File: config.mk
export PLATFORM = sky130hd
export DESIGN_NAME = rtr_link_slice
export DESIGN_NICKNAME = d
export VERILOG_FILES = /design/src/rtl/rtr_slice_pkg.sv /design/src/rtl/rtr_slice_pipe.sv /design/src/rtl/rtr_link_slice.sv
export SDC_FILE = /design/constraint.sdc
export NUM_CORES = 1
export LEC_CHECK = 0
export BUFFER_PORTS_ARGS = -buffer_cell sky130_fd_sc_hd__buf_2
export CAP_MARGIN = 15
export CORE_AREA = 2 2 285 287
export DETAILED_ROUTE_END_ITERATION = 8
export DIE_AREA = 0 0 287 289
export PLACE_DENSITY = 0.3
export SYNTH_ARGS = -nofsm -noshare
export SYNTH_HDL_FRONTEND = slang
export SYNTH_SLANG_ARGS = --single-unit
File: constraint.sdc
create_clock -name clk -period 2 [get_ports clk]
set_input_delay 0.5 -clock clk [delete_from_list [all_inputs] [get_ports clk]]
set_output_delay 0.5 -clock clk [all_outputs]
set_load 0.05 [all_outputs]
File: src/rtl/rtr_slice_pkg.sv
// Shared field layout and sizing helpers for the inter-router link slice.
package rtr_slice_pkg;

  // Bit offsets inside one port slice (offset 0 is the MSB end of the slice).
  localparam int CH_VALID_IDX = 0;
  localparam int CH_VC_BASE   = 1;
  localparam int FC_VALID_IDX = 0;
  localparam int FC_VC_BASE   = 1;

  // Counter must hold every value from 0 up to and including buffer_size.
  function automatic int cnt_width(input int buffer_size);
    return $clog2(buffer_size + 1);
  endfunction

endpackage

File: src/rtl/rtr_slice_pipe.sv
// Synchronous-reset delay line of DEPTH register stages; all stages clear on reset.
module rtr_slice_pipe #(
  parameter int WIDTH = 8,
  parameter int DEPTH = 1
) (
  input  logic             clk,
  input  logic             reset,
  input  logic [WIDTH-1:0] d,
  output logic [WIDTH-1:0] q
);

  logic [WIDTH-1:0] stage [DEPTH];

  always_ff @(posedge clk) begin
    if (reset) begin
      for (int i = 0; i < DEPTH; i++) stage[i] <= '0;
    end else begin
      stage[0] <= d;
      for (int i = 1; i < DEPTH; i++) stage[i] <= stage[i-1];
    end
  end

  assign q = stage[DEPTH-1];

endmodule

File: src/rtl/rtr_link_slice.sv
// Multi-port link register slice with optional downstream credit checking,
// built only when RTR_SLICE_CREDIT_CHECK_EN is defined.
module rtr_link_slice
  import rtr_slice_pkg::*;
#(
  parameter int NUM_PORTS     = 5,
  parameter int NUM_VCS       = 4,
  parameter int CHANNEL_WIDTH = 70,
  parameter int FC_WIDTH      = 1 + $clog2(NUM_VCS),
  parameter int PIPE_DEPTH    = 1,
  parameter int BUFFER_SIZE   = 16
) (
  input  logic                                 clk,
  input  logic                                 reset,
  input  logic [0:NUM_PORTS*CHANNEL_WIDTH-1]   channel_in_ip,
  output logic [0:NUM_PORTS*CHANNEL_WIDTH-1]   channel_out_op,
  input  logic [0:NUM_PORTS*FC_WIDTH-1]        flow_ctrl_in_op,
  output logic [0:NUM_PORTS*FC_WIDTH-1]        flow_ctrl_out_ip,
  output logic [NUM_PORTS-1:0]                 error_port,
  output logic                                 error
);

  localparam int VC_IDX_W = $clog2(NUM_VCS);

  // No backpressure on either path: a valid bit is simply carried along with
  // its slice, one flit and one credit per port per cycle.
  rtr_slice_pipe #(.WIDTH(NUM_PORTS*CHANNEL_WIDTH), .DEPTH(PIPE_DEPTH)) u_fwd_pipe (
    .clk   (clk),
    .reset (reset),
    .d     (channel_in_ip),
    .q     (channel_out_op)
  );

  rtr_slice_pipe #(.WIDTH(NUM_PORTS*FC_WIDTH), .DEPTH(PIPE_DEPTH)) u_rev_pipe (
    .clk   (clk),
    .reset (reset),
    .d     (flow_ctrl_in_op),
    .q     (flow_ctrl_out_ip)
  );

`ifdef RTR_SLICE_CREDIT_CHECK_EN
  localparam int                CNT_W    = cnt_width(BUFFER_SIZE);
  localparam logic [CNT_W-1:0]  CNT_FULL = CNT_W'(BUFFER_SIZE);

  for (genvar p = 0; p < NUM_PORTS; p++) begin : g_port
    logic                out_valid;
    logic [VC_IDX_W-1:0] out_vc;
    logic                ret_valid;
    logic [VC_IDX_W-1:0] ret_vc;
    logic [NUM_VCS-1:0]  viol;
    logic                err_q;

    // Consumption is seen on the registered output, returns on the raw input.
    assign out_valid = channel_out_op[p*CHANNEL_WIDTH + CH_VALID_IDX];
    assign out_vc    = channel_out_op[p*CHANNEL_WIDTH + CH_VC_BASE +: VC_IDX_W];
    assign ret_valid = flow_ctrl_in_op[p*FC_WIDTH + FC_VALID_IDX];
    assign ret_vc    = flow_ctrl_in_op[p*FC_WIDTH + FC_VC_BASE +: VC_IDX_W];

    for (genvar v = 0; v < NUM_VCS; v++) begin : g_vc
      logic             consume;
      logic             give_back;
      logic [CNT_W-1:0] cnt;

      assign consume   = out_valid && (out_vc == VC_IDX_W'(v));
      assign give_back = ret_valid && (ret_vc == VC_IDX_W'(v));

      // Saturating counter: an illegal step is flagged instead of wrapping.
      always_ff @(posedge clk) begin
        if (reset) begin
          cnt <= CNT_FULL;
        end else if (consume && !give_back) begin
          if (cnt != '0) cnt <= cnt - CNT_W'(1);
        end else if (give_back && !consume) begin
          if (cnt != CNT_FULL) cnt <= cnt + CNT_W'(1);
        end
      end

      assign viol[v] = (consume && !give_back && (cnt == '0)) ||
                       (give_back && !consume && (cnt == CNT_FULL));
    end

    always_ff @(posedge clk) begin
      if (reset) err_q <= 1'b0;
      else       err_q <= err_q | (|viol);
    end

    assign error_port[p] = err_q;
  end
`else
  assign error_port = '0;
`endif

  assign error = |error_port;

endmodule
==> insert_results.sql <==
INSERT INTO impl_metrics (metric_group, metric, value, unit) VALUES
('drt', 'wl', '38000', 'um'),
('logic_synthesis', 'synthTopCellsByArea', 'dfxtp_1, nor2b_1, buf_2', ''),
('critical_path', 'worstSetupPathType', 'reg -> out', ''),
('clock_network', 'ctsLongestPathBuffers', '3', ''),
('logic_synthesis', 'synthesis.yosys.warnings', '0', ''),
('global_routing', 'number_of_antenna_violations_at_the_first_check_in_global_routing', '6', ''),
('clock_network', 'clk_pin_slew_worst_paths', '0.06', 'ns'),
('timing', 'hold_viol', '0', ''),
('global_routing', 'first_global_vias', '8214', ''),
('critical_path', 'worstPathCellList', 'buf_2', ''),
('power', 'cellLeakagePower', '7.87', 'nW'),
('place', 'place.detailed.hpwl', '30100', 'um'),
('floorplanning', 'die_height', '289', 'um'),
('logic_synthesis', 'synth_cell_types', '7', ''),
('critical_path', 'critical_path_required', '1.50', 'ns'),
('place', 'gp_congestion', '0.739', ''),
('critical_path', 'critical_path.slowest_cell', 'dfxtp_1', ''),
('critical_path', 'cp.buffers_inverters', '1', ''),
('timing', 'count_of_pins_over_their_slew_limit', '0', ''),
('drt', 'drt_pass1_iterations', '4', ''),
('power', 'vdd.ir_drop.worst', '0.634', 'mV'),
('clock_network', 'cts_hold_repair.buffers', '0', ''),
('drt', 'drt-wirelength-per-cell', '14.5', 'um'),
('cells_and_area', 'layout-drive-gt1-share', '52.2', '%'),
('clock_network', 'tritoncts', 'yes', ''),
('logic_synthesis', 'top_cells_by_count_synth', 'dfxtp_1, nor2b_1, buf_2', ''),
('timing', 'period_share', '86.9', '%'),
('timing', 'grt_setup_unrepaired', 'no', ''),
('logic_synthesis', 'synth_enable_flop_cells', '0', ''),
('logic_synthesis', 'post_synthesis_mean_instance_area', '12.7', 'um2'),
('floorplanning', 'initial_utilization', '12.3', '%'),
('global_routing', 'grt_remaining_overflow', '0', ''),
('critical_path', 'worstSetupPathDepth', '1', ''),
('cells_and_area', 'final_nets', '1896', ''),
('logic_synthesis', 'syn_inst', '777', ''),
('global_routing', 'grt_pass1_wl', '52300', 'um'),
('status', 'outcome', 'finished clean', ''),
('power', 'design_power_total', '18.6', 'mW'),
('floorplanning', 'fp-row-count', '104', ''),
('clock_network', 'cts_sinks', '365', ''),
('floorplanning', 'fp.dieArea', '82900', 'um2'),
('logic_synthesis', 'asyncSetResetFlopFracSynth', '0', '%'),
('clock_network', 'clk_root_buffer_cell', 'clkbuf_16', ''),
('clock_network', 'postCtsResizedCells', '0', ''),
('min_path', 'hold_class', 'in -> reg', ''),
('logic_synthesis', 'postSynthRegisterBits', '365', ''),
('global_routing', 'grtUsageTotal', '8.46', '%'),
('drt', 'detail_route.iter0.violations', '110', ''),
('critical_path', 'critPathArrivalTime', '1.24', 'ns'),
('global_routing', 'grt_start_max_net_pins', '55', ''),
('timing', 'sum_of_negative_setup_slack', '0', 'ns'),
('place', 'buffer_ports.inserted', '731', ''),
('logic_synthesis', 'synth-seq-area-share', '74.3', '%'),
('critical_path', 'type_of_origin_of_the_critical_path', 'flip-flop', ''),
('logic_synthesis', 'netlist.area_leader.share', '74.3', '%'),
('floorplanning', 'core', '79900', 'um2'),
('logic_synthesis', 'yosys.area.top_type', 'dfxtp_1', ''),
('drt', 'drt_drc_violations_left', '0', ''),
('critical_path', 'slowest_delay', '0.39', 'ns'),
('clock_network', 'cts-htree-levels', '2', ''),
('drt', 'routed-via-count', '7832', ''),
('floorplanning', 'io-pin-count', '738', ''),
('logic_synthesis', 'postSynth.topFlopCell', 'dfxtp_1', ''),
('flow_run', 'cap_violations', '0', ''),
('timing', 'highest_clock_rate', '575', 'MHz'),
('min_path', 'timing.hold.worst_path_depth', '2', ''),
('critical_path', 'critical_path_sink_type', 'output port', ''),
('power', 'pwr_density_cell', '1140', 'nW/um2'),
('timing', 'setup_viol', '0', ''),
('critical_path', 'cpLargestDelayFamily', 'flip-flops', ''),
('cells_and_area', 'area_growth_syn_to_layout', '65.6', '%'),
('clock_network', 'post_cts_buffers', '0', ''),
('drt', 'avgViaCountPerCell', '2.99', ''),
('timing', 'min_period', '1.74', 'ns'),
('clock_network', 'tritoncts.num_buffers', '46', ''),
('logic_synthesis', 'post_synth_design_cell_area', '9840', 'um2'),
('critical_path', 'largest_fanout_on_the_critical_path', '1', ''),
('drt', 'detail-route-antenna-nets', '0', ''),
('floorplanning', 'floorplan.die.width', '287', 'um');
==> layer usage <==
metal / share of wire, % / global-route usage, % / wire, um / vias up
met1: 34 / 8.31 / 13000 / 3531
met2: 52 / 15.8 / 19900 / 394
met3: 10 / 3.35 / 3840 / 68
li1: - / - / - / 3833
met5: 0.11 / 0 / 41 / -
met4: 3.0 / 3.42 / 1140 / 6
==> state kept, by name, indices dropped and copies added (netlist names) <==
| signal | count |
|---|---|
| u_rev_pipe.stage | 15 |
| u_fwd_pipe.stage | 350 |
==> cell families (layout without fill, tap and decap cells) <==
| family | after synthesis | count (layout) | share of synthesized area, % |
|---|---|---|---|
| flip-flops | 365 | 365 | 74.3 |
| buffers and inverters | 46 | 825 | 2.48 |
| AND/OR/NAND/NOR | 365 | 365 | 23.2 |
| other | 1 | 7 | 0.0381 |
==> worst paths after layout <==
path  slack [ns]                 endpoint                      from
max         0.26      channel_out_op[154]  u_fwd_pipe.stage[0][195]
min         0.15  u_fwd_pipe.stage[0][22]        channel_in_ip[327]
==> power by group <==
| part | leakage (nW) | switching (mW) | internal (mW) |
|---|---|---|---|
| clock | 0.737 | 3.22 | 5.02 |
| combinational | 4.09 | 1.91 | 0.719 |
| sequential | 3.04 | 0.0935 | 7.67 |
==> metrics by stage <==
| step | setup WS, ns | util [%] | instance area, um2 | hold WS (ns) | instances |
|---|---|---|---|---|---|
| after floorplan | 0.913 | - | 9860 | 0.628 | 782 |
| after detailed placement | 0.441 | 18.5 | 14800 | 0.712 | 2541 |
| final | 0.261 | 20.4 | 16300 | 0.146 | 2622 |
| after CTS | 0.184 | 20.4 | 16300 | 0.0819 | 2621 |
| after global routing | 0.214 | 20.4 | 16300 | 0.102 | 2622 |
| after global placement | 0.464 | 18.5 | 14800 | 0.707 | 2541 |
==> layout by cell type (no fill, tap or decap) <==
cell / instances
buf_12: 5
clkbuf_16: 49
inv_6: 2
diode_2: 1
bufinv_16: 1
buf_4: 9
clkbuf_1: 10
buf_2: 730
dfxtp_1: 365
conb_1: 6
clkbuf_8: 12
buf_8: 1
clkinvlp_4: 3
clkinv_2: 3
nor2b_1: 365
==> area by class of cell <==
type                       instances  area (um2)
antenna                            1        2.50
clock buffer                      71        1430
clock inverter                     9        85.1
fill                            8952       63600
multi-input combinational        371        2310
sequential                       365        7310
tap                             1060        1330
timing repair buffer             745        3840
No activity file was read; power rests on OpenSTA's default activity.
